<file path="config.mk">
export PLATFORM = sky130hd
export DESIGN_NAME = onehot_codec
export DESIGN_NICKNAME = d
export VERILOG_FILES = /design/src/rtl/onehot_codec.sv
export SDC_FILE = /design/constraint.sdc
export NUM_CORES = 1
export LEC_CHECK = 0
export BUFFER_PORTS_ARGS = -buffer_cell sky130_fd_sc_hd__buf_2
export CAP_MARGIN = 20
export CORE_UTILIZATION = 35
export DETAILED_ROUTE_END_ITERATION = 16
export MAX_ROUTING_LAYER = met4
export PLACE_DENSITY = 0.65
export SLEW_MARGIN = 20
export SYNTH_ARGS = -nofsm -noshare
export SYNTH_HDL_FRONTEND = slang
export SYNTH_SLANG_ARGS = --single-unit
</file>
<file path="constraint.sdc">
create_clock -name clk_i -period 5.2 [get_ports clk_i]
set_input_delay 1.04 -clock clk_i [delete_from_list [all_inputs] [get_ports clk_i]]
set_output_delay 1.04 -clock clk_i [all_outputs]
set_load 0.01 [all_outputs]
</file>
<file path="src/rtl/onehot_codec.sv">
// Registered binary<->one-hot converter with valid/ready handshakes and a
// 2-entry output buffer; flags illegal operands and counts them (saturating).
module onehot_codec #(
  parameter int unsigned BIN_W     = 4,
  parameter int unsigned ONE_HOT_W = 16,
  parameter int unsigned ERR_CNT_W = 8
) (
  input  logic                 clk_i,
  input  logic                 rst_n_i,
  input  logic                 in_valid_i,
  output logic                 in_ready_o,
  input  logic                 mode_i,
  input  logic [BIN_W-1:0]     bin_i,
  input  logic [ONE_HOT_W-1:0] one_hot_i,
  output logic                 out_valid_o,
  input  logic                 out_ready_i,
  output logic                 out_mode_o,
  output logic [ONE_HOT_W-1:0] one_hot_o,
  output logic [BIN_W-1:0]     bin_o,
  output logic                 err_o,
  output logic [ERR_CNT_W-1:0] err_cnt_o,
  input  logic                 err_clr_i
);

  typedef struct packed {
    logic                 mode;
    logic [ONE_HOT_W-1:0] oh;
    logic [BIN_W-1:0]     bin;
    logic                 err;
  } entry_t;

  typedef enum logic [1:0] {
    S_EMPTY = 2'd0,
    S_ONE   = 2'd1,
    S_FULL  = 2'd2
  } state_t;

  state_t               r_state;
  state_t               w_state_nxt;
  logic                 r_in_ready;
  logic                 r_out_valid;
  entry_t               r_head;
  entry_t               r_slot;
  logic [ERR_CNT_W-1:0] r_err_cnt;

  entry_t               w_cv;
  logic                 w_push;
  logic                 w_pop;
  logic                 w_load_head;
  logic                 w_load_slot;
  logic                 w_head_from_slot;

  assign w_push = in_valid_i & r_in_ready;
  assign w_pop  = r_out_valid & out_ready_i;

  // Conversion of the incoming operand, ahead of the buffer write.
  always_comb begin
    w_cv      = '0;
    w_cv.mode = mode_i;
    if (!mode_i) begin
      if (32'(bin_i) < ONE_HOT_W) begin
        w_cv.oh = ONE_HOT_W'(1) << bin_i;
      end else begin
        w_cv.err = 1'b1;
      end
    end else begin
      // Descending scan leaves the lowest set bit's index.
      for (int i = int'(ONE_HOT_W) - 1; i >= 0; i--) begin
        if (one_hot_i[i]) begin
          w_cv.bin = BIN_W'(i);
        end
      end
      w_cv.err = (one_hot_i == '0) ||
                 ((one_hot_i & (one_hot_i - ONE_HOT_W'(1))) != '0);
    end
  end

  // Buffer occupancy: next state and entry-move controls.
  always_comb begin
    w_state_nxt      = r_state;
    w_load_head      = 1'b0;
    w_load_slot      = 1'b0;
    w_head_from_slot = 1'b0;
    case (r_state)
      S_EMPTY: begin
        if (w_push) begin
          w_state_nxt = S_ONE;
          w_load_head = 1'b1;
        end
      end
      S_ONE: begin
        if (w_push && w_pop) begin
          w_load_head = 1'b1;
        end else if (w_push) begin
          w_load_slot = 1'b1;
          w_state_nxt = S_FULL;
        end else if (w_pop) begin
          w_state_nxt = S_EMPTY;
        end
      end
      S_FULL: begin
        if (w_pop) begin
          w_head_from_slot = 1'b1;
          w_state_nxt      = S_ONE;
        end
      end
      default: w_state_nxt = S_EMPTY;
    endcase
  end

  // Handshake flags are registered from the next occupancy.
  always_ff @(posedge clk_i or negedge rst_n_i) begin
    if (!rst_n_i) begin
      r_state     <= S_EMPTY;
      r_in_ready  <= 1'b1;
      r_out_valid <= 1'b0;
    end else begin
      r_state     <= w_state_nxt;
      r_in_ready  <= (w_state_nxt != S_FULL);
      r_out_valid <= (w_state_nxt != S_EMPTY);
    end
  end

  always_ff @(posedge clk_i or negedge rst_n_i) begin
    if (!rst_n_i) begin
      r_head <= '0;
      r_slot <= '0;
    end else begin
      if (w_load_head) begin
        r_head <= w_cv;
      end else if (w_head_from_slot) begin
        r_head <= r_slot;
      end
      if (w_load_slot) begin
        r_slot <= w_cv;
      end
    end
  end

  // Counted at acceptance; clear has priority over increment.
  always_ff @(posedge clk_i or negedge rst_n_i) begin
    if (!rst_n_i) begin
      r_err_cnt <= '0;
    end else if (err_clr_i) begin
      r_err_cnt <= '0;
    end else if (w_push && w_cv.err && (r_err_cnt != '1)) begin
      r_err_cnt <= r_err_cnt + ERR_CNT_W'(1);
    end
  end

  assign in_ready_o  = r_in_ready;
  assign out_valid_o = r_out_valid;
  assign out_mode_o  = r_head.mode;
  assign one_hot_o   = r_head.oh;
  assign bin_o       = r_head.bin;
  assign err_o       = r_head.err;
  assign err_cnt_o   = r_err_cnt;

endmodule
</file>
* After elaboration in Yosys (flattened, before gate mapping)
Cells that the tools add are included.
** Storage, ports and cells
- Bits of input ports :: 26
- Flip-flop bits (word level) :: 56
** Cells by class
- Equal/unequal tests :: 4
- Reduce and logical (&&, ||, !) cells :: 10
- Shift-type cells :: 1
- Add/subtract/negate cells :: 2
- Bitwise operators :: 3
- Mux-type cells :: 36
** Operators with widths (count)
- two-way mux 4 bit :: 17
- two-way mux 22 bit :: 2
- bitwise AND 16 bit :: 1
- zero test 16 bit :: 1
- two-way mux 16 bit :: 1
- two-way mux 8 bit :: 2
- nonzero test 16 bit :: 1
- << shifter 1 x 4 -> 16 bit, first input constant :: 1
- subtractor 16 x 1 -> 16 bit, second input constant :: 1
- two-way mux 2 bit :: 5
- adder 8 x 1 -> 8 bit, second input constant :: 1
- inequality test 8 bit, second input constant :: 1
- two-way mux 1 bit :: 7
- case mux 2 bit (3 select lines) :: 1
- nonzero test 2 bit :: 3
- logical AND 1 bit :: 3
- bitwise AND 1 bit :: 2
- equality test 2 x 1 -> 1 bit, second input constant :: 1
- equality test 2 bit, second input constant :: 1
- zero test 2 bit :: 1
- inequality test 2 bit, second input constant :: 1
- case mux 1 bit (2 select lines) :: 1
- logical OR 1 bit :: 1

* Depth between registers and ports, before layout
- Word-level depth :: 18
- Mapped depth :: 8

* Least setup slack after synthesis
No wires, ideal clock.
- Kind :: input-to-reg
- Start :: input one_hot_i[3]
- End :: register r_err_cnt[6], in the netlist err_cnt_o[6]
- Cell stages on the path :: 8
- Path buffers :: 1
- Slack :: 2084 ps
- Required time :: 5075 ps
- Data arrival time :: 2991 ps
- Cells stage by stage :: or2_2 > clkbuf_1 > or3_4 > o211ai_2 > a2111oi_4 > nor4b_2 > and3_4 > mux2_4
** On the way
- Longest elaborated chain between the ends :: 8
- Elaborated cells on any way between the ends :: 9
- Those cells by class :: add/sub (1); mux (1); bitwise (1); reduce/logical (6)
** RTL lines
- from (decl) :: line 14 : input logic [ONE_HOT_W-1:0] one_hot_i,
- subtractor 16 x 1 -> 16 bit :: line 74 : ((one_hot_i & (one_hot_i - ONE_HOT_W'(1))) != '0);
- bitwise AND 16 bit :: line 74
- nonzero test 16 bit :: line 74
- logical OR 1 bit (*) :: line 73 : w_cv.err = (one_hot_i == '0) ||
- two-way mux 1 bit (*) :: line 60 : if (!mode_i) begin
- logical AND 1 bit (*) (2 in a row) :: line 146 : end else if (w_push && w_cv.err && (r_err_cnt != '1)) begin
- nonzero test 2 bit (no source line) (*)
- to (signal assigned) :: line 147 : r_err_cnt <= r_err_cnt + ERR_CNT_W'(1);
- to (decl) :: line 44 : logic [ERR_CNT_W-1:0] r_err_cnt;
Every way passes the cells marked *; elsewhere a longest branch is shown, timed or not.
A chain may end at the register's enable or synchronous reset.

* Worst setup path after layout
- Start :: input one_hot_i[1]
- End :: register r_err_cnt[6], in the netlist err_cnt_o[6]
Same word-level chain as after synthesis.

==> results_dict.tcl <==
set metrics [dict create \
    yosysMostFrequentCell "dfrtp_1" \
    status "complete, no violations" \
    synth_compound_area_share_pct 21.9 \
    die-area_um2 8430 \
    ys_ff_latch 56 \
    antenna_found_initial 0 \
    worstPathRequired_ns 5.41 \
    crit_slowest_cell "or3_4" \
    place_congestion 0.841 \
    timing.critical_path.to "err_cnt_o[6]" \
    finalHoldViolCount 0 \
    drive_gt1_share_pct 25.8 \
    hold_path_class "reg2reg" \
    layout_min_cycle_time_ns 3.02 \
    cts_tree "done" \
    ir_drop_v 0.000154 \
    overflow 0 \
    rrSetupSlack_ns 2.75 \
    worstRegToRegCells 6 \
    synthCells 285 \
    via_per_inst 5.53 \
    cts.sinks 56 \
    cts_setup_buffers 0 \
    area_growth_pct 16.3 \
    crit_arrival_ns 3.22 \
    synth_top_family_by_area "compound AO/OA/AOI/OAI gates" \
    tightest_slew_ns 0.885 \
    grtUsageTotal_pct 17.5 \
    grt_pass1_wl_mm 11.3 \
    grt_pass1_vias 2275 \
    clk_pin_slew_ns 0.10 \
    postRouteAntennaNets 0 \
    htreeDepth 2 \
    worst_path_largest_cell_delay_ns 0.42 \
    seq_area_frac_synth_pct 49.7 \
    port_buffers 57 \
    wl_per_cell_um 15.4 \
    setup_ws_ns 2.18 \
    cts_root_buffer "clkbuf_8" \
    syn-cell-area_um2 2820 \
    route.vias.total 2407 \
    synth.distinct_cells 49 \
    totalWireLength_mm 6.68 \
    crit_path_start_kind "primary input" \
    synth.area.top_cells "dfrtp_1 (49%), a221o_1 (5.0%), nand2_1 (4.4%)" \
    reg2reg_from "r_state[0]" \
    maxCapViolCount 0 \
    numCtsBuffers 5 \
    start_util_pct 36.4 \
    synth_common_cells "dfrtp_1 (55), nand2_1 (33), nor2_1 (18)" \
    rsz0062_at_grt "false" \
    drv_slew 0 \
    setup-tns-final_ns 0 \
    cp-end-kind "register" \
    slew_headroom_pct 40.9 \
    top_level_ports 58 \
    leakagePower_uw 0.00149 \
    grt_max_degree 57 \
    rows 32 \
    setup.worst_path.start "one_hot_i[1]" \
    seqCellArea_um2 1400 \
    power_uw 1200 \
    synth_mux_area_share_pct 1.68 \
    clk_path_buf_depth 2 \
    ys.flop_type "dfrtp_1" \
    die_w_um 91.8 \
    cts_resized 0 \
    dpl.hpwl_mm 4.68 \
    cp_max_fo 6 \
    fmax_mhz 332 \
    yosysWarnings 0 \
    async_reset_ff_share_pct 100 \
    fin_skew_ns 0.00885 \
    die_h_um 91.8 \
    synth_largest_area_cell "dfrtp_1" \
    synthSimpleGateAreaFrac_pct 20.2 \
    netlist.area_leader.share_pct 48.7 \
    clk_latency_ns 0.31 \
    drtIter0Drc 133 \
    multi_input_area_um2 1310 \
    postCtsHoldBufs 0 \
    min_period_over_period_pct 58.0 \
    r2r_end "one_hot_o[8]" \
    nets 359 \
    synthAdderAreaFrac_pct 0.798 \
    coreArea_um2 7770 \
    drtPass1Iterations 4 \
    synth_edf_count 0 \
    drc_errors 0 \
    synth-xor-area-share_pct 1.55 \
    synth_nets 312 \
    setup_viol 0 \
    path_class "in2reg" \
    post-place-ws_ns 1.84 \
    cp_cell_sequence "buf_2 > or3_4 > or3_4 > o211ai_2 > a2111oi_4 > nor4b_2 > and3_4 > mux2_4" \
    synth.avg_cell_area_um2 9.91 \
    path_common_cell "or3_4" \
    diodes 0 \
    fill_cells 797 \
    powerDensity_nw_per_um2 365 \
]
[worst max-delay path, delay by kind of cell]
family | cells | cell delay, ns
compound gates | 2 | 0.31
mux | 1 | 0.29
simple gates | 4 | 1.45
buf+inv | 1 | 0.13
[layout make-up]
class	count	area share [%]
clock buffers	6	2.21
multi-input cells	201	39.7
repair buffers	61	9.60
well taps	102	3.89
inverters	7	0.800
flip-flops and latches	56	42.7
clock inverters	2	1.07
[how the worst min path moves through the flow]
stage,start,end,slack [ns],depth (start not counted)
2_1_floorplan,r_slot[13],r_slot[13],0.44,2
3_3_place_gp,r_slot[1],r_slot[1],0.46,2
3_5_place_dp,r_slot[8],r_slot[8],0.47,2
4_1_cts,r_slot[6],r_slot[6],0.49,2
5_1_grt,r_slot[9],r_slot[9],0.51,2
6_report,r_slot[3],r_slot[3],0.49,2
[metrics by stage]
step	hold WS [ns]	area, um^2	utilization, %	std cells
2_1_floorplan	0.444	2820	-	285
3_3_place_gp	0.459	3180	40.9	427
3_5_place_dp	0.467	3180	40.9	427
4_1_cts	0.490	3280	42.3	435
5_1_grt	0.507	3280	42.3	435
6_report	0.488	3280	42.3	435
[registers in the layout, indices dropped and copies added, names as in the netlist]
name,cells
one_hot_o,16
r_slot,22
out_mode_o,1
err_cnt_o,8
bin_o,4
r_state,2
err_o,1
out_valid_o,1
in_ready_o,1
[routing by layer]
layer | vias up | track usage (%) | part of all wire [%]
met4 | 0 | 5.08 | 1.4
li1 | 1158 | - | -
met2 | 86 | 27.3 | 46
met3 | 11 | 4.15 | 6.6
met1 | 1152 | 22.6 | 46
met5 | - | - | 0
[placed cells by master, fill, tap and decap left out, types with 3 or more instances in the layout]
cell type / count
clkbuf_8: 5
a22oi_1: 7
inv_1: 6
a21oi_1: 9
or3_1: 4
nor3_1: 16
nand3_1: 7
o41ai_1: 4
nor2_1: 18
nand2b_1: 5
nor4_1: 11
buf_4: 4
nor2b_1: 3
buf_2: 57
nand2_1: 33
xnor2_1: 5
a221o_1: 14
o21ai_0: 17
dfrtp_1: 55
o31ai_1: 16
[power by group]
part | switching, uW | internal, uW
combinational | 222 | 125
clock | 142 | 143
sequential | 46.8 | 520
[kinds of logic (layout without fill, tap and decap cells)]
kind of cell | after synthesis | after routing
AOI/OAI and AO/OA | 80 | 80
xor gates and xnor gates | 5 | 5
adders and majority gates | 2 | 2
buffers and inverters | 28 | 76
DFF | 56 | 56
muxes | 4 | 4
and+or+nand+nor | 110 | 110
No activity file was read; power rests on OpenSTA's default activity.
